--- src/rtl/complementador_a_2_serie_pkg.sv ---
// Shared types and sizing helpers for the bit-serial two's-complement block.
package complementador_pkg;

   typedef enum logic [1:0] {
      IDLE  = 2'd0,
      SHIFT = 2'd1,
      DONE  = 2'd2
   } state_t;

   localparam int unsigned WIDTH_DEF = 4;

   function automatic int unsigned cnt_w(input int unsigned w);
      return $clog2(w);
   endfunction

endpackage

--- src/rtl/complementador_a_2_serie_if.sv ---
// Start/done handshake and operand/result bus of the serial complementer.
interface complementador_a_2_serie_if
   import complementador_pkg::*;
#(
   parameter int unsigned WIDTH = WIDTH_DEF
);

   logic             start;
   logic [WIDTH-1:0] ABCD;
   logic [WIDTH-1:0] wxyz;
   logic             busy;
   logic             done;
   logic             overflow;

   modport master (
      output start, ABCD,
      input  wxyz, busy, done, overflow
   );

   modport slave (
      input  start, ABCD,
      output wxyz, busy, done, overflow
   );

endinterface

--- src/rtl/complementador_a_2_serie_celda.sv ---
// One-bit complement cell: copy bits up to the first 1, invert everything above it.
module celda_complemento_serie (
   input  logic b,
   input  logic seen_one_in,
   output logic out_bit,
   output logic seen_one_out
);

   assign out_bit      = seen_one_in ? ~b : b;
   assign seen_one_out = seen_one_in | b;

endmodule

--- src/rtl/complementador_a_2_serie.sv ---
// Bit-serial two's complement, LSB first, with start/done handshake and registered result.
module complementador_a_2_serie
   import complementador_pkg::*;
#(
   parameter int unsigned WIDTH = WIDTH_DEF
) (
   input logic clk,
   input logic rst,
   complementador_a_2_serie_if.slave bus
);

   localparam int unsigned      CW      = cnt_w(WIDTH);
   localparam logic [CW-1:0]    LAST    = CW'(WIDTH - 1);
   localparam logic [WIDTH-1:0] MIN_NEG = {1'b1, {(WIDTH-1){1'b0}}};

   state_t           state;
   logic [WIDTH-1:0] sreg;
   logic [WIDTH-1:0] res;
   logic [CW-1:0]    count;
   logic             seen_one;
   logic             ovf_pend;
   logic             out_bit;
   logic             seen_next;

   celda_complemento_serie u_celda (
      .b            (sreg[0]),
      .seen_one_in  (seen_one),
      .out_bit      (out_bit),
      .seen_one_out (seen_next)
   );

   always_ff @(posedge clk) begin
      if (rst) begin
         state        <= IDLE;
         sreg         <= '0;
         res          <= '0;
         count        <= '0;
         seen_one     <= 1'b0;
         ovf_pend     <= 1'b0;
         bus.wxyz     <= '0;
         bus.busy     <= 1'b0;
         bus.done     <= 1'b0;
         bus.overflow <= 1'b0;
      end else begin
         case (state)
            IDLE: begin
               bus.done <= 1'b0;
               if (bus.start) begin
                  sreg     <= bus.ABCD;
                  seen_one <= 1'b0;
                  count    <= '0;
                  // Overflow flag is captured with the operand so later ABCD changes cannot affect it
                  ovf_pend <= (bus.ABCD == MIN_NEG);
                  bus.busy <= 1'b1;
                  state    <= SHIFT;
               end
            end
            SHIFT: begin
               sreg     <= sreg >> 1;
               res      <= {out_bit, res[WIDTH-1:1]};
               seen_one <= seen_next;
               count    <= count + 1'b1;
               if (count == LAST) begin
                  bus.wxyz     <= {out_bit, res[WIDTH-1:1]};
                  bus.overflow <= ovf_pend;
                  bus.busy     <= 1'b0;
                  bus.done     <= 1'b1;
                  state        <= DONE;
               end
            end
            DONE: begin
               bus.done <= 1'b0;
               state    <= IDLE;
            end
            default: begin
               bus.busy <= 1'b0;
               bus.done <= 1'b0;
               state    <= IDLE;
            end
         endcase
      end
   end

endmodule
--- src/flat_wrapper.sv ---
// flat-port wrapper written by rule: the top's interface ports become plain ports
module complementador_a_2_serie_flat import complementador_pkg::*;
#(
   parameter int unsigned WIDTH = WIDTH_DEF
)
  (clk, rst, bus_start, bus_ABCD, bus_wxyz, bus_busy, bus_done, bus_overflow);
  complementador_a_2_serie_if #(.WIDTH(WIDTH)) bus_i ();
  input logic clk;
  input logic rst;
  input wire logic [$bits(bus_i.start)-1:0] bus_start;
  input wire logic [$bits(bus_i.ABCD)-1:0] bus_ABCD;
  output wire logic [$bits(bus_i.wxyz)-1:0] bus_wxyz;
  output wire logic [$bits(bus_i.busy)-1:0] bus_busy;
  output wire logic [$bits(bus_i.done)-1:0] bus_done;
  output wire logic [$bits(bus_i.overflow)-1:0] bus_overflow;
  assign bus_i.start = bus_start;
  assign bus_i.ABCD = bus_ABCD;
  assign bus_wxyz = bus_i.wxyz;
  assign bus_busy = bus_i.busy;
  assign bus_done = bus_i.done;
  assign bus_overflow = bus_i.overflow;
  complementador_a_2_serie #(.WIDTH(WIDTH)) u_core (.clk(clk), .rst(rst), .bus(bus_i));
endmodule
--- config.mk ---
export PLATFORM = sky130hd
export DESIGN_NAME = complementador_a_2_serie_flat
export DESIGN_NICKNAME = d
export VERILOG_FILES = /design/src/rtl/complementador_a_2_serie_pkg.sv /design/src/rtl/complementador_a_2_serie_if.sv /design/src/rtl/complementador_a_2_serie_celda.sv /design/src/rtl/complementador_a_2_serie.sv /design/src/flat_wrapper.sv
export SDC_FILE = /design/constraint.sdc
export NUM_CORES = 1
export LEC_CHECK = 0
export ABC_AREA = 0
export CORE_MARGIN = 2
export CORE_UTILIZATION = 45
export DETAILED_ROUTE_END_ITERATION = 6
export PLACE_DENSITY = 0.72
export SLEW_MARGIN = 0
export SYNTH_ARGS = -nofsm -noshare
export SYNTH_HDL_FRONTEND = slang
export SYNTH_SLANG_ARGS = --single-unit
--- constraint.sdc ---
create_clock -name clk -period 1.2 [get_ports clk]
set_input_delay 0.24 -clock clk [delete_from_list [all_inputs] [get_ports clk]]
set_output_delay 0.24 -clock clk [all_outputs]
set_load 0.01 [all_outputs]
== Word level (Yosys, flattened, before mapping) ==
Cells that the tools add are included.

* Reductions and logical operators: 8
* Bitwise gates (word level): 4
* Add/sub/neg operators: 1
* Muxes and demuxes: 13
* Equality and inequality tests: 6

{| class="wikitable"
|+ Operators with widths
! operator !! number
|-
| $pmux W2 S2 || 2
|-
| $pmux W4 S2 || 1
|-
| $reduce_and A2 Y1 || 4
|-
| $mux W2 || 3
|-
| $eq A2 B2 Y1 const B || 2
|-
| $eq A4 B4 Y1 const B || 1
|-
| $mux W1 || 4
|-
| $mux W4 || 1
|-
| $not A1 Y1 || 3
|-
| $pmux W1 S3 || 1
|-
| $reduce_and A3 Y1 || 1
|-
| $add A2 B1 Y2 const B || 1
|-
| $eq A2 B1 Y1 const B || 1
|-
| $logic_not A2 Y1 || 1
|-
| $ne A2 B1 Y1 const B || 1
|-
| $ne A2 B2 Y1 const B || 1
|-
| $pmux W1 S2 || 1
|-
| $reduce_bool A2 Y1 || 1
|-
| $reduce_or A2 Y1 || 1
|-
| $or A1 B1 Y1 || 1
|}

* Input port bits: 7
* Register bits after elaboration: 21

== Depth between registers and ports, before layout ==
Gate-level depths: netlist (run 1).

* Depth after elaboration: 3
* Gate-level depth with buffers: 5

== Cells and area by module ==
Synthesis (run 1) repeated with hierarchy kept, for this count alone.

* Cells, all modules: 87
* Area total of the unflattened synthesis: 813.3 um^2

{| class="wikitable"
|+ Modules (own cells, without submodules)
! module !! instances !! area each (um^2) !! cells an instance
|-
| complementador_a_2_serie || 1 || 789.5 || 83
|-
| celda_complemento_serie || 1 || 23.8 || 4
|}

== Worst setup path after synthesis (run 1) ==
No wires, ideal clock.

* Path type: reg2reg
* From: register u_core.count[0]
* To: register u_core.bus.wxyz[0]
* Arrival: 1.048 ns
* Stages on the path, launching flop included: 6
* Data required time: 1.063 ns
* Clock period less this slack: 1.185 ns
* Slack: 0.015 ns
* Setup time: 0.137 ns
* Path buffers: 1
* Cells stage by stage: dfxtp_1 > ha_1 > clkbuf_1 > nand3b_1 > nand2_1 > a21oi_1

* Cells in the longest elaborated chain, start to end: 2

{| class="wikitable"
|+ Ends and longest elaborated chain
! item !! line !! source
|-
| start: declaration || complementador_a_2_serie.sv:19 || <nowiki>logic [CW-1:0] count;</nowiki>
|-
| start signal: assignment || complementador_a_2_serie.sv:62 || <nowiki>count <= count + 1'b1;</nowiki>
|-
| $eq A2 B2 Y1 || complementador_a_2_serie.sv:63 || <nowiki>if (count == LAST) begin</nowiki>
|-
| $reduce_and A2 Y1 (no source line) || n/a ||
|-
| end signal: assignment || complementador_a_2_serie.sv:64 || <nowiki>bus.wxyz <= {out_bit, res[WIDTH-1:1]};</nowiki>
|-
| end: declaration || complementador_a_2_serie_if.sv:22 || <nowiki>output wxyz, busy, done, overflow</nowiki>
|}

Every way passes these cells.
A chain may end at the register's enable or synchronous reset.

== Worst setup path after layout (run 1) ==
* From: register u_core.bus.wxyz[0]
* To: output bus_wxyz[0]

{| class="wikitable"
|+ RTL lines
! item !! line !! source
|-
| end: declaration || flat_wrapper.sv:12 || <nowiki>output wire logic [$bits(bus_i.wxyz)-1:0] bus_wxyz;</nowiki>
|}

No word-level cell between the ends.

==> results of run 1 <==
## cell families after synthesis
| family | synth area share |
|---|---|
| compound gates | 0.1635 |
| fa+ha+maj | 0.02919 |
| buf+inv | 0.07445 |
| flops | 0.4671 |
| mux | 0.05840 |
| simple gates | 0.2073 |
## cell usage in the layout, fill, tap and decap left out, types with 2 or more instances in the layout
cell type and n:
buf_4 10, clkdlybuf4s15_1 2, nand3_1 5, nand2_1 12, a211oi_2 3, a21oi_1 10
dfxtp_2 2, nor3_1 2, dfxtp_1 18, nor2_2 3, clkbuf_4 3, clkdlybuf4s50_1 6
o21ai_0 3, inv_1 3, nor2_1 7, mux2i_1 5, dlygate4sd2_1 4
## power breakdown
| part | internal [µW] | switching [µW] | total, µW |
|---|---|---|---|
| registers | 690 | 18.9 | 708 |
| logic | 86.5 | 75.4 | 162 |
| clock network | 185 | 192 | 377 |
## through the flow
stage | util | setup slack [ps] | power [µW]
after floorplan | - | 15.37 | 826.5
after detailed placement | 0.5901 | -175.3 | 886.2
after global placement | 0.5901 | -153.4 | 880.5
after CTS | 0.6057 | 8.239 | 1273
final | 0.6099 | 53.34 | 1248
after global routing | 0.6099 | 0.7382 | 1312
## state kept, by name, indices dropped and copies added, names as in the netlist
name / count
u_core.state: 2
u_core.bus.wxyz: 4
u_core.seen_one: 1
u_core.bus.busy: 1
u_core.ovf_pend: 1
u_core.res: 3
u_core.bus.done: 1
u_core.count: 2
u_core.bus.overflow: 1
u_core.sreg: 4
## layout make-up
type                    count  area (µm²)  area share
inverters                   3       11.26     0.01047
well taps                  25       31.28     0.02907
flip-flops and latches     20       402.9      0.3744
multi-input cells          62       399.1      0.3709
clock buffers               4       36.28     0.03372
repair buffers             23       195.2      0.1814
## per-layer routing
metal  share of wire  global-route usage  wire [µm]
met5               0                   0          0
met4          0.0065             0.04865         10
met3           0.034             0.05660         52
met2            0.51              0.2676        791
met1            0.44              0.1944        684
## how the worst min path moves through the flow
| stage | startpoint | end | slack (ps) | cells after the start |
|---|---|---|---|---|
| CTS | u_core.bus.wxyz[0] | u_core.bus.wxyz[0] | 460 | 2 |
| finish | u_core.bus.wxyz[0] | u_core.bus.wxyz[0] | 460 | 2 |
| detailed placement | u_core.bus.wxyz[0] | u_core.bus.wxyz[0] | 450 | 2 |
| global placement | u_core.res[1] | u_core.res[1] | 440 | 2 |
| global route | u_core.bus.wxyz[3] | u_core.bus.wxyz[3] | 480 | 2 |
| floorplan | bus_start | u_core.sreg[3] | 410 | 2 |
==> results_dict.tcl, run 1 <==
set metrics [dict create \
    ios 14 \
    place_area_mm2 0.001041 \
    maxSlewHeadroom 0.8029 \
    path_class "reg2out" \
    p_leak_uw 0.0004168 \
    htree_levels 1 \
    die_w_um 47.64 \
    status "complete, no violations" \
    ys_ff_latch 20 \
    final.setup.tns_ps 0 \
    yosysTopAreaCellShare 0.4672 \
    crit_chain "dlygate4sd2_1" \
    reg2regPathDepth 4 \
    stdcell_count 137 \
    antenna_cells 0 \
    antenna_found_initial 0 \
    fin_skew_ps 2.945 \
    synth_most_common_cell "dfxtp_1" \
    hp-class "reg2reg" \
    cts_buffer_depth 2 \
    crit_end "bus_wxyz[0]" \
    tightest_slew_ps 291.5 \
    slew_violations 0 \
    final_area_mm2 0.001076 \
    period_needed_ps 1147 \
    dp_hpwl_um 1193 \
    synth_cell_types 24 \
    path_buf_inv 1 \
    die_h_um 47.64 \
    synth_nets 101 \
    cts_resized 7 \
    cts_tree "built" \
    cp-start-kind "register" \
    ctsHoldBuffers 0 \
    clk_pin_slew_ps 100 \
    fin_nets 122 \
    cp.required_ps 960 \
    clk_latency_ps 300 \
    cp.arrival_ps 910 \
    cts_setup_buffers 0 \
    endpoint_kind "primary output" \
    via_count 680 \
    crit_family "flip-flops" \
    crit_start "u_core.bus.wxyz[0]" \
    syn_area_um2 857.1 \
    synthTopCellsByArea "dfxtp_1 47%, a21oi_1 6.4%, mux2i_1 5.8%" \
    grt_max_degree 12 \
    cts.sinks 20 \
    dp.cells 133 \
    fillCellCount 176 \
    rsz0062_at_grt "no" \
    r2r_slack_ps 130 \
    numPortBuffers 13 \
    dieArea_mm2 0.002270 \
    ys_seq_area_frac 0.4672 \
    synth_enable_flop_cells 0 \
    synthArstFlopShare 0 \
    fin_crit_sh 0.9556 \
    initial_utilization 0.4858 \
    crit_path_max_incr_delay_ps 340 \
    syn_to_final_growth_pct 25.55 \
    reg2reg_to "u_core.bus.wxyz[2]" \
    synth_flop_cell "dfxtp_1" \
    globalplace.congestion 0.7774 \
    grt_pass1_vias 625 \
    cts_root_buffer "clkbuf_4" \
    grt_pass1_wl_um 2532 \
    whs_ps 459.4 \
    overflow 0 \
    track_usage 0.1602 \
    power_density_mw_per_mm2 1159 \
    cp_max_fo 2 \
    wl_per_cell_um 11.23 \
    firstDrtPassIters 4 \
    drive_above_1_share 0.2411 \
    critPathSlowestCell "dfxtp_1" \
    drc 0 \
    ys_top_cells_by_count "20 x dfxtp_1, 12 x nand2_1, 11 x a21oi_1" \
    max-cap-violations 0 \
    hold_violations 0 \
    peakVddDrop_uv 680.4 \
    syn-instance-count 92 \
    synth_area_per_cell_um2 9.316 \
    setup_viol 0 \
    wl_um 1538 \
    timing.fmax_mhz 872.1 \
    cts_buffers 3 \
    synth_warnings 0 \
    viasPerCell 4.964 \
    r2r_start "u_core.count[0]" \
    core_area_mm2 0.001764 \
    synth_area_leader_cell "dfxtp_1" \
    rows 15 \
    drt-initial-drc-count 5 \
    ant_nets 0 \
    cp.depth 1 \
]
No activity file was read; power rests on OpenSTA's default activity.
==> run 2: changes to the inputs <==
CORE_MARGIN = 1.5   (was 2)
==> run 2 against run 1 <==
Flip-flop and latch count did not move. Clock skew shrank 0.93 ps. Largest power group unchanged. Utilization shrank 1.3 points. Non-clock buffer count is 1 lower. Combinational power is essentially flat. Clock power decreased by 20%. Register-to-register slack worse by 20 ps.
==> results_dict.tcl, run 2 (synthesized netlist as in run 1, its figures left out) <==
set metrics [dict create \
    grt_pass1_vias 598 \
    globalplace.congestion 0.7562 \
    cts.sinks 20 \
    path_buf_inv 1 \
    cts_buffers 3 \
    timing.fmax_mhz 874.8 \
    cts_setup_buffers 0 \
    fin_skew_ps 2.018 \
    drc 0 \
    track_usage 0.1624 \
    setup_slack_ps 56.94 \
    crit_family "flip-flops" \
    via_count 686 \
    initial_utilization 0.4858 \
    antenna_cells 0 \
    crit_start "u_core.bus.overflow" \
    crit_path_max_incr_delay_ps 340 \
    die_w_um 46.64 \
    grt_pass1_wl_um 2456 \
    maxSlewHeadroom 0.8025 \
    firstDrtPassIters 4 \
    cts_tree "built" \
    clk_pin_slew_ps 100 \
    htree_levels 1 \
    cp.required_ps 960 \
    period_needed_ps 1143 \
    wl_um 1527 \
    fin_nets 121 \
    cp-start-kind "register" \
    ctsHoldBuffers 0 \
    drive_above_1_share 0.2000 \
    cp.arrival_ps 900 \
    whs_ps 458.2 \
    max-cap-violations 0 \
    setup_viol 0 \
    cts_root_buffer "clkbuf_4" \
    grt_max_degree 11 \
    power_density_mw_per_mm2 1110 \
    cp_max_fo 2 \
    rsz0062_at_grt "no" \
    stdcell_count 135 \
    numPortBuffers 13 \
    endpoint_kind "primary output" \
    p_total_uw 1170 \
    dieArea_mm2 0.002175 \
    slew_violations 0 \
    place_area_mm2 0.001033 \
    final_area_mm2 0.001054 \
    rows 15 \
    antenna_found_initial 0 \
    ant_nets 0 \
    dp.cells 132 \
    dp_hpwl_um 1144 \
    final_common_cell "dfxtp_1" \
    hp-start "u_core.bus.wxyz[1]" \
    wl_per_cell_um 11.31 \
    ios 14 \
    reg_top3 "u_core.bus.wxyz: 4 flops, u_core.sreg: 4 flops, u_core.res: 3 flops" \
    most-common-layout-cells "19 x dfxtp_1, 12 x nand2_1, 11 x a21oi_1" \
    hold_violations 0 \
    clk_latency_ps 290 \
    syn_to_final_growth_pct 22.92 \
    viasPerCell 5.081 \
    path_class "reg2out" \
    status "complete, no violations" \
    p_leak_uw 0.0004066 \
    fin_crit_sh 0.9525 \
    r2r_start "u_core.state[1]" \
    drt-initial-drc-count 12 \
    critPathSlowestCell "dfxtp_1" \
    core_area_mm2 0.001764 \
    hp-class "reg2reg" \
    cts_buffer_depth 2 \
    overflow 0 \
    fillCellCount 162 \
    crit_chain "dlygate4sd2_1" \
    preCtsSetupSlack_ps -193.1 \
    tightest_slew_ps 292.2 \
    die_h_um 46.64 \
    peakVddDrop_uv 780.7 \
]
run 2: layout make-up:
class	count	area (µm²)	area share
clock buffers	3	22.52	0.02138
inverters	3	11.26	0.01069
multi-input cells	62	395.4	0.3753
flip-flops and latches	20	401.6	0.3812
well taps	25	31.28	0.02969
repair buffers	22	191.4	0.1817
run 2: final timing paths:
check,to,slack (ps),cells past startpoint
worst max register to register,u_core.seen_one,110,3
worst min-delay path,u_core.bus.wxyz[1],460,2
worst min register to register,u_core.bus.wxyz[1],460,2
worst max-delay path,bus_overflow,60,1
run 2: metrics by stage:
stage | utilization | TNS (ps)
after global routing | 0.5972 | 0
final | 0.5972 | 0
after global placement | 0.5858 | -766.7
after detailed placement | 0.5858 | -1007
after floorplan | - | 0
after CTS | 0.5936 | 0
run 2: worst min-delay path: stages (launching register included):
cell,delay (ps)
dfxtp_1,320
nand2_1,50
a21oi_1,50
run 2: layer usage:
layer,track usage,wire length (µm),vias to the layer above
li1,-,-,352
met4,0.03333,15,0
met3,0.07059,63,4
met2,0.2639,727,11
met5,0,0,-
met1,0.2000,720,319
run 2: what timing repair did:
item | in CTS | in global routing
resized for setup | 7 | 4
gates cloned | 0 | 0
setup endpoints to repair | 7 | 10
run 2: power by group:
group          internal, µW  switching [µW]
Clock                   117             184
Sequential              689            19.9
Combinational          84.4            74.9
==> run 3: changes to the inputs <==
CORE_UTILIZATION = 50   (was 45)
PLACE_DENSITY = 0.75   (was 0.72)
clock period = 1.3 ns   (was 1.2 ns; I/O delays follow)
==> run 3 against run 2 <==
Die area is 9.4% lower. Global-route usage is 2.1 points higher. Utilization is 6.7 points higher. First-iteration DRC count is 83% higher. Sequential power is 7.8% lower. Count of clock-buffer cells in the layout is 1 higher. Worst setup slack better by 60 ps. Total power is 1.9% lower. Sequential share of layout area is 0.57 points higher. Critical path type unchanged. Largest cell class unchanged. Highest routed layer unchanged.
==> results_dict.tcl, run 3 (synthesized netlist as in run 1, its figures left out) <==
set metrics [dict create \
    regArea_um2 400.4 \
    hp-class "reg2reg" \
    status "complete, no violations" \
    crit_path_max_incr_delay_ps 360 \
    fillCellCount 145 \
    power_density_mw_per_mm2 1109 \
    cp-start-kind "register" \
    die_h_um 44.40 \
    track_usage 0.1832 \
    endpoint_kind "primary output" \
    critPathSlowestCell "dfxtp_1" \
    path_buf_inv 1 \
    ant_nets 0 \
    max-cap-violations 0 \
    dp.cells 119 \
    wl_um 1592 \
    numPortBuffers 13 \
    cp.arrival_ps 920 \
    fin_util 0.6637 \
    met1_usage 0.2107 \
    firstDrtPassIters 4 \
    p_sw_frac 0.2324 \
    comb_power_share 0.124 \
    globalplace.congestion 0.7503 \
    htree_levels 1 \
    crit_chain "dlygate4sd2_1" \
    die_w_um 44.40 \
    power_switching_uw 266.7 \
    core_area_mm2 0.001559 \
    most-common-layout-cells "20 x dfxtp_1, 12 x nand2_1, 11 x a21oi_1" \
    grt.busiest_layer "met2" \
    reg_top3 "u_core.bus.wxyz: 4 flops, u_core.sreg: 4 flops, u_core.res: 3 flops" \
    clk_latency_ps 300 \
    crit_family "flip-flops" \
    cp_max_fo 2 \
    cts_setup_buffers 0 \
    slew_violations 0 \
    hold_violations 0 \
    tightest_slew_ps 318.1 \
    ios 14 \
    antenna_cells 0 \
    clkPwrFrac 0.306 \
    dp_hpwl_um 1200 \
    grt_pass1_vias 636 \
    rows 14 \
    wl_per_cell_um 12.94 \
    cts_tree "built" \
    setup_viol 0 \
    drive_above_1_share 0.1682 \
    initial_utilization 0.5498 \
    syn_to_final_growth_pct 20.73 \
    grt_pass1_wl_um 2615 \
    fin_skew_ps 8.427 \
    clk_pin_slew_ps 110 \
    peakVddDrop_uv 743.7 \
    overflow 0 \
    cts.sinks 20 \
    use_met3 0.04898 \
    rsz0062_at_grt "no" \
    power_frac_seq 0.570 \
    cts_root_buffer "clkbuf_4" \
    drt-initial-drc-count 22 \
    gr-usage-met2 0.3206 \
    ctsHoldBuffers 0 \
    p_int_uw 880.6 \
    grt_max_degree 21 \
    cts_buffer_depth 2 \
    maxSlewHeadroom 0.7876 \
    whs_ps 458.5 \
    fin_nets 117 \
    stdcell_count 123 \
    final_common_cell "dfxtp_1" \
    timing.fmax_mhz 845.5 \
    period_needed_ps 1183 \
    via_count 679 \
    cts_buffers 3 \
    cp.required_ps 1040 \
    drc 0 \
    p_leak_uw 0.0004095 \
    path_class "reg2out" \
    viasPerCell 5.520 \
    dieArea_mm2 0.001971 \
    multi_input_comb_area_um2 395.4 \
    antenna_found_initial 0 \
    fin_crit_sh 0.9098 \
]
-- run 3: changes by cell type in the layout (fill, tap and decap cells not counted), sizes merged --
cell	change
buf	-4
clkdlybuf4s15	-2
dlygate4sd2	+2
clkbuf	+1
-- run 3: power groups by stage --
stage | logic [µW] | registers [µW] | clock network (µW)
after floorplan | 99.6 | 663 | 0
after global placement | 140 | 666 | 0
after detailed placement | 144 | 668 | 0
after CTS | 143 | 654 | 364
after global routing | 159 | 657 | 391
final | 143 | 654 | 351
-- run 3: cell type report --
type / count / area share
repair buffers: 18 / 0.1657
inverters: 3 / 0.01088
clock buffers: 4 / 0.03507
well taps: 16 / 0.01935
flip-flops and latches: 20 / 0.3869
multi-input cells: 62 / 0.3821
-- run 3: repair_timing --
| item | CTS | global route |
|---|---|---|
| gates resized for setup | 7 | 1 |
| cloned | 0 | 0 |
| pin swaps | 0 | 0 |
| setup endpoints to repair | 7 | 1 |
| hold endpoints to repair | 0 | 0 |
-- run 3: worst paths after layout --
check | start | to | slack (ps) | cells past startpoint
worst min register to register | u_core.bus.wxyz[2] | u_core.bus.wxyz[2] | 460 | 2
worst max register to register | u_core.state[0] | u_core.ovf_pend | 140 | 4
worst max-delay path | u_core.bus.busy | bus_busy | 120 | 1
worst min-delay path | u_core.bus.wxyz[2] | u_core.bus.wxyz[2] | 460 | 2
-- run 3: worst reg2reg max path, delay by kind of cell (launching register included) --
kind	cells	cell delay, ps
buffers and inverters	1	200
AND/OR/NAND/NOR	2	280
multiplexers	1	200
flip-flops	1	390
-- run 3: stage by stage --
stage	TNS [ps]	worst slack (ps)	total power [µW]	area (µm²)
floorplan	0	115.4	762.9	857.1
global placement	-44.43	-44.43	806.5	1005
detailed placement	-152.9	-84.67	812.1	1005
CTS	0	89.50	1161	1032
global route	0	36.62	1207	1035
finish	0	117.2	1147	1035
-- run 3: layer usage --
layer | routed length (µm) | vias up | share of wire
li1 | - | 342 | -
met1 | 705 | 322 | 0.44
met2 | 816 | 13 | 0.51
met3 | 60 | 2 | 0.038
met4 | 10 | 0 | 0.0063
met5 | 0 | - | 0
